### config.mk
export PLATFORM = sky130hd
export DESIGN_NAME = fetch
export DESIGN_NICKNAME = d
export VERILOG_FILES = /design/src/rtl/fetch.sv
export SDC_FILE = /design/constraint.sdc
export NUM_CORES = 1
export LEC_CHECK = 0
export ABC_CLOCK_PERIOD_IN_PS = 2300
export CORE_MARGIN = 2
export CORE_UTILIZATION = 48
export CTS_CLUSTER_SIZE = 28
export DETAILED_ROUTE_END_ITERATION = 10
export PLACE_DENSITY = 0.8
export SLEW_MARGIN = 25
export SYNTH_ARGS = -nofsm -noshare
export SYNTH_HDL_FRONTEND = slang
export SYNTH_SLANG_ARGS = --single-unit
export TNS_END_PERCENT = 1
### constraint.sdc
create_clock -name i_clk -period 2.3 [get_ports i_clk]
set_input_delay 0.46 -clock i_clk [delete_from_list [all_inputs] [get_ports i_clk]]
set_output_delay 0.46 -clock i_clk [all_outputs]
set_load 0.1 [all_outputs]
### src/rtl/fetch.sv
// Instruction fetch stage: owns the PC, drives the synchronous imem and holds the IF/ID register.
// Optional macro FETCH_MISALIGN_TRAP_EN turns misaligned redirect targets into a fault that halts fetch.
module fetch #(
    parameter logic [31:0] RESET_ADDR = 32'h0000_0000,
    parameter logic [31:0] NOP_INST   = 32'h0000_0013
) (
    input  logic        i_clk,
    input  logic        i_rst,
    input  logic        i_hold,
    input  logic        i_redirect,
    input  logic [31:0] i_redirect_pc,
    input  logic        i_halt,
    output logic        o_imem_ren,
    output logic [31:0] o_imem_raddr,
    input  logic [31:0] i_imem_rdata,
    output logic [31:0] o_inst,
    output logic [31:0] o_pc,
    output logic [31:0] o_nxt_pc,
    output logic        o_vld,
    output logic        o_misalign
);

    typedef enum logic [2:0] {ST_RUN, ST_STALL, ST_HALT, ST_TRAP1, ST_TRAP2} state_t;

    state_t      state_q, state_d;
    logic [31:0] f_pc_q, f_pc_d;
    logic        resp_vld_q, resp_vld_d;
    logic [31:0] resp_pc_q, resp_pc_d;
    logic        skid_vld_q, skid_vld_d;
    logic [31:0] skid_inst_q, skid_inst_d;
    logic [31:0] skid_pc_q, skid_pc_d;
    logic        vld_q, vld_d;
    logic [31:0] inst_q, inst_d;
    logic [31:0] pc_q, pc_d;
    logic [31:0] nxt_pc_q, nxt_pc_d;
    logic        misalign_q, misalign_d;
    logic        issue;
    logic [31:0] redirect_tgt;
    logic        redirect_bad;

`ifdef FETCH_MISALIGN_TRAP_EN
    assign redirect_tgt = i_redirect_pc;
    assign redirect_bad = |i_redirect_pc[1:0];
`else
    logic unused_redirect_lsb;
    assign redirect_tgt        = {i_redirect_pc[31:2], 2'b00};
    assign redirect_bad        = 1'b0;
    assign unused_redirect_lsb = ^i_redirect_pc[1:0];
`endif

    assign issue        = (state_q == ST_RUN) && !i_hold && !i_rst;
    assign o_imem_ren   = issue;
    assign o_imem_raddr = f_pc_q;
    assign o_vld        = vld_q;
    assign o_inst       = inst_q;
    assign o_pc         = pc_q;
    assign o_nxt_pc     = nxt_pc_q;
    assign o_misalign   = misalign_q;

    always_comb begin
        state_d     = state_q;
        f_pc_d      = f_pc_q;
        resp_vld_d  = 1'b0;
        resp_pc_d   = resp_pc_q;
        skid_vld_d  = skid_vld_q;
        skid_inst_d = skid_inst_q;
        skid_pc_d   = skid_pc_q;
        vld_d       = vld_q;
        inst_d      = inst_q;
        pc_d        = pc_q;
        nxt_pc_d    = nxt_pc_q;
        misalign_d  = misalign_q;

        if (issue) begin
            f_pc_d     = f_pc_q + 32'd4;
            resp_vld_d = 1'b1;
            resp_pc_d  = f_pc_q;
        end

        // Redirect beats halt and hold; a halted core ignores redirects until reset.
        if (i_redirect && state_q != ST_HALT) begin
            f_pc_d     = redirect_tgt;
            resp_vld_d = 1'b0;
            skid_vld_d = 1'b0;
            vld_d      = 1'b0;
            inst_d     = NOP_INST;
            misalign_d = 1'b0;
            state_d    = redirect_bad ? ST_TRAP1 : ST_RUN;
        end else if (i_halt) begin
            f_pc_d     = f_pc_q;
            resp_vld_d = 1'b0;
            skid_vld_d = 1'b0;
            vld_d      = 1'b0;
            inst_d     = NOP_INST;
            misalign_d = 1'b0;
            state_d    = ST_HALT;
        end else begin
            unique case (state_q)
                ST_RUN: begin
                    if (i_hold) begin
                        state_d = ST_STALL;
                        if (resp_vld_q) begin
                            skid_vld_d  = 1'b1;
                            skid_inst_d = i_imem_rdata;
                            skid_pc_d   = resp_pc_q;
                        end
                    end else if (skid_vld_q) begin
                        vld_d      = 1'b1;
                        inst_d     = skid_inst_q;
                        pc_d       = skid_pc_q;
                        nxt_pc_d   = skid_pc_q + 32'd4;
                        misalign_d = 1'b0;
                        skid_vld_d = 1'b0;
                    end else begin
                        vld_d      = resp_vld_q;
                        inst_d     = resp_vld_q ? i_imem_rdata : NOP_INST;
                        pc_d       = resp_pc_q;
                        nxt_pc_d   = resp_pc_q + 32'd4;
                        misalign_d = 1'b0;
                    end
                end
                ST_STALL: begin
                    // The response that arrived while decode stalled sits in the skid.
                    if (!i_hold) begin
                        state_d    = ST_RUN;
                        skid_vld_d = 1'b0;
                        if (skid_vld_q) begin
                            vld_d      = 1'b1;
                            inst_d     = skid_inst_q;
                            pc_d       = skid_pc_q;
                            nxt_pc_d   = skid_pc_q + 32'd4;
                            misalign_d = 1'b0;
                        end else begin
                            vld_d  = 1'b0;
                            inst_d = NOP_INST;
                        end
                    end
                end
                ST_HALT: begin
                    vld_d      = 1'b0;
                    inst_d     = NOP_INST;
                    misalign_d = 1'b0;
                    skid_vld_d = 1'b0;
                end
                ST_TRAP1: begin
                    state_d = ST_TRAP2;
                end
                ST_TRAP2: begin
                    vld_d      = 1'b1;
                    inst_d     = NOP_INST;
                    pc_d       = f_pc_q;
                    nxt_pc_d   = f_pc_q + 32'd4;
                    misalign_d = 1'b1;
                    state_d    = ST_HALT;
                end
                default: begin
                    state_d = ST_RUN;
                end
            endcase
        end
    end

    always_ff @(posedge i_clk) begin
        if (i_rst) begin
            state_q     <= ST_RUN;
            f_pc_q      <= RESET_ADDR;
            resp_vld_q  <= 1'b0;
            resp_pc_q   <= 32'd0;
            skid_vld_q  <= 1'b0;
            skid_inst_q <= 32'd0;
            skid_pc_q   <= 32'd0;
            vld_q       <= 1'b0;
            inst_q      <= NOP_INST;
            pc_q        <= 32'd0;
            nxt_pc_q    <= 32'd0;
            misalign_q  <= 1'b0;
        end else begin
            state_q     <= state_d;
            f_pc_q      <= f_pc_d;
            resp_vld_q  <= resp_vld_d;
            resp_pc_q   <= resp_pc_d;
            skid_vld_q  <= skid_vld_d;
            skid_inst_q <= skid_inst_d;
            skid_pc_q   <= skid_pc_d;
            vld_q       <= vld_d;
            inst_q      <= inst_d;
            pc_q        <= pc_d;
            nxt_pc_q    <= nxt_pc_d;
            misalign_q  <= misalign_d;
        end
    end

endmodule
Word level (Yosys, flattened, before mapping)
Index checks and enable logic that the tools add are counted.
Storage, ports and cells
  register bits: 231
  input port bits: 69
  output and inout bits: 131
  logic and storage cells: 94
Operators by class
  reductions and logical operators: 24
  eq/ne operators: 14
  bitwise gates (word level): 3
  muxes and demuxes: 36
  $add $sub $neg: 3
Operator list (count)
  $mux 32: 16
  $pmux 32 s3: 3
  $add 32x3->32 const B: 3
  $pmux 3 s5: 1
  $reduce_and 3->1: 5
  $mux 1: 10
  $ne 2x2->1 const B: 5
  $ne 3x3->1 const B: 3
  $reduce_bool 3->1: 3
  $pmux 1 s4: 2
  $eq 3x2->1 const B: 2
  $mux 3: 2
  $reduce_and 6->1: 1
  $reduce_and 5->1: 1
  $reduce_and 2->1: 2
  $reduce_and 4->1: 1
  $reduce_bool 4->1: 1
  $reduce_or 2->1: 2
  $eq 3x1->1 const B: 1
  $eq 3x3->1 const B: 1
  $logic_and 1x1->1: 3
  $logic_not 3->1: 1
  $ne 3x2->1 const B: 1
  $not 1->1: 3
  other kinds (6): 7

Depth between registers and ports, before layout
  depth in word-level cells: 6
  mapped depth: 9
  mapped depth without buffers: 7

Worst setup path after synthesis
OpenSTA, ideal clock, no wires.
  path kind: input to output
  from: in i_hold
  to: out o_imem_ren
  slack: -0.764 ns
  stages on the path: 4
  path buffers: 2
  data arrival time: 2.604 ns
  required time: 1.840 ns
  cells stage by stage: or4_1 -> clkbuf_1 -> clkbuf_1 -> nor2_1
On the way
  longest elaborated chain between the ends: 3
Ends and longest elaborated chain
  from (decl): RTL line 9  | input logic i_hold,
  $logic_not 1->1
  $logic_and 1x1->1 (2 in series): RTL line 51  | assign issue = (state_q == ST_RUN) && !i_hold && !i_rst;
  to (decl): RTL line 13  | output logic o_imem_ren,
No other way between the ends.

Final worst setup path
  from: reg f_pc_q[3] (netlist: o_imem_raddr[3])
  to: reg nxt_pc_q[18] (netlist: o_nxt_pc[18])
On the way
  longest elaborated chain between the ends: 2
Ends and longest elaborated chain
  from (decl): RTL line 26  | logic [31:0] f_pc_q, f_pc_d;
  from (signal assigned): RTL line 179  | f_pc_q <= f_pc_d;
  $add 32x3->32: RTL line 152  | nxt_pc_d = f_pc_q + 32'd4;
  $pmux 32 s3: RTL line 98  | unique case (state_q)
  to (signal assigned): RTL line 188  | nxt_pc_q <= nxt_pc_d;
  to (decl): RTL line 35  | logic [31:0] nxt_pc_q, nxt_pc_d;
No other way between the ends.
A chain may end at the register's enable or synchronous reset.

==> impl_metrics.yaml <==
timing:
  worst_hold_slack_ps: 423
  period_share_pct: 100
  fin_ws_ps: -7.56
  drv_slew: 0
  slew_headroom_pct: 44.1
  rsz0062_at_grt: "true"
  setup_tns_ps: -7.56
  tightest_slew_ps: 839
  fin_worst_skew_ps: 16.0
  fmax_mhz: 433
  timing.final.hold_violations: 0
  setup_viol: 1
  period_minus_slack_ps: 2310
logic_synthesis:
  synth_ff_type: "dfxtp_1"
  syn_area_per_cell_um2: 7.88
  synth_edf_count: 0
  yosysWarnings: 0
  synth_seq_cells: 221
  ys_seq_area_share_pct: 40.3
  synthCells: 1393
  synth-async-reset-ratio_pct: 0
  synth_cell_types: 52
  synth_area_um2: 11000
floorplanning:
  core_um2: 22600
  die-height_um: 155
  die_x_um: 155
  die_area_um2: 24100
  start_util_pct: 48.6
  core.rowCount: 55
  ioPinCount: 200
route:
  detail-route-antenna-nets: 0
  drt_iter0_markers: 1104
  dr_total_vias: 11200
  drt_wl_total_um: 35600
  drc: 0
  vias_per_cell: 5.90
  first_pass_iters: 7
  avgRoutedWirePerCell_um: 18.6
global_routing:
  grt_start_max_net_pins: 107
  grt_pass1_wl_um: 55300
  grt_overflow_total: 0
  track_usage_pct: 28.4
  antenna_found_initial: 0
  grt_pass1_vias: 10500
cts:
  htree_levels: 1
  path_clk_slew_ps: 60
  clockBufferDepth: 3
  clock_sinks: 221
  clockRootBuffer: "clkbuf_16"
  cts_hold_buf: 0
  cts_tree: "done"
  clkLatencyLatePin_ps: 530
  cts_buffers: 25
critical_path:
  start_kind: "register"
  cp_data_arrival_time_ps: 2680
  required_ps: 2670
  worstSetupEndpointType: "register"
  crit_type: "register to register"
  cp_max_fo: 6
finish:
  utilization_pct: 64.1
  layout_common_cells: "272 x nand2_1, 226 x buf_4, 190 x dfxtp_1"
  layout-drive-gt1-share_pct: 23.2
  antennaDiodeCount: 0
  layout_commonest_cell: "nand2_1"
  fill_cells: 1863
  area_growth_syn_to_layout_pct: 32.0
  nNetsFinal: 1678
outcome:
  failed_checks: "negative setup slack"
  outcome: "complete, but fails checks"
placement:
  dpl.hpwl_um: 24600
  gp_congestion: 0.959
  numPortBuffers: 191
power_and_ir_drop:
  switching_share_pct: 31.5
  max-vdd-ir-drop_v: 0.000552
  clockPowerShare_pct: 38.8
  combPwrFrac_pct: 19.1
  leakage_nw: 5.19
  p_sw_mw: 3.04
  pwr-share-seq_pct: 42.0
  power_density_nw_per_um2: 666
  p_int_mw: 6.61
job:
  drv_cap: 0
hold_path:
  min_path_type: "primary input to register"
==> flip-flops by register name (all words and copies together), names as in the netlist <==
signal and flops:
o_vld 1, o_imem_raddr 30, skid_pc_q 30, state_q 3
o_misalign 1, o_inst 32, resp_vld_q 1, skid_vld_q 1
o_nxt_pc 30, resp_pc_q 30, skid_inst_q 32, o_pc 30
==> cell families after synthesis <==
group	count (synthesis)	synth area share, %
AND/OR/NAND/NOR	599	24.8
AO/OA/AOI/OAI	302	18.3
flip-flops	221	40.3
buffers and inverters	141	5.42
XOR/XNOR	91	7.26
multiplexers	35	3.52
adder cells (fa/ha/maj)	3	0.342
other	1	0.0342
==> critical path: stages, from the launching register on <==
cell      delay [ps]
dfxtp_4          400
ha_4             140
nand3_2          100
buf_4            180
nor4_4           280
buf_4            160
nand2_1           80
xnor2_2          170
a222oi_1         510
a211oi_1         130
==> path summary, 6_finish.rpt <==
kind | startpoint | slack, ps | cells after the start | endpoint
min | i_rst | 420 | 5 | o_imem_raddr[3]
min reg2reg | skid_inst_q[0] | 450 | 2 | skid_inst_q[0]
max reg2reg | o_imem_raddr[3] | -8 | 9 | o_nxt_pc[18]
max | o_imem_raddr[3] | -8 | 9 | o_nxt_pc[18]
==> power groups by stage <==
stage / clock network, mW / registers, mW / logic (mW)
final: 3.74 / 4.06 / 1.85
after global routing: 3.93 / 4.07 / 1.93
after CTS: 3.77 / 4.05 / 1.83
after detailed placement: 0 / 4.13 / 1.81
after global placement: 0 / 4.13 / 1.80
after floorplan: 0 / 4.78 / 0.590
==> cells in the mapped netlist (all sizes together), types with 3 or more instances <==
cell    count  area share (%)
a211oi     51             3.5
a21oi     113             5.2
a221oi     20             1.6
a222oi      7            0.64
a22oi      47             3.2
a311oi     24             2.0
a31oi      13            0.74
and2        5            0.29
and3        6            0.34
and4        7            0.56
buf        31             1.7
clkbuf     95             3.3
dfxtp     221              40
ha          3            0.34
inv        15            0.51
mux2       29             3.0
mux2i       6            0.55
nand2     272             9.3
nand2b     11            0.63
nand3      47             2.2
nand4      25             1.8
nor2      154             5.3
nor3       34             1.8
nor3b       3            0.21
nor4       12            0.88
o21ai      13            0.59
o22ai       9            0.51
or3        11            0.63
or4         8            0.68
xnor2      63             5.0
xor2       28             2.2
==> layout make-up <==
class	instances	area (µm²)	area share, %
Multi-Input combinational cell	1036	6130	42.4
Sequential cell	221	4520	31.2
Timing Repair Buffer	307	2660	18.4
Clock buffer	36	707	4.88
Tap cell	285	357	2.46
Inverter	15	56.3	0.389
Clock inverter	8	46.3	0.320
==> layer usage <==
metal,GRT usage [%],vias to the layer above,wire length (µm)
li1,-,5323,-
met1,38.3,5199,14100
met2,44.2,645,15900
met3,7.16,82,4370
met4,10.7,0,1220
met5,0,-,0
==> metrics by stage <==
step                      setup WS (ps)  area, µm²  cells  total power, mW
after floorplan                   -19.7      11100   1398             5.37
after global placement             -147      13600   1859             5.93
after detailed placement           -167      13600   1859             5.95
after CTS                         -51.3      14400   1908             9.65
after global routing              -44.5      14500   1908             9.92
final                             -7.56      14500   1908             9.65
==> repair_timing <==
item / in CTS / in global routing
hold endpoints to repair: 0 / 0
buffers inserted: 5 / 1
setup endpoints to repair: 2 / 14
gates resized for setup: 8 / 14
pin swaps: 3 / 7
gates cloned: 0 / 0
Note: power is estimated with default switching activity, not from simulation.
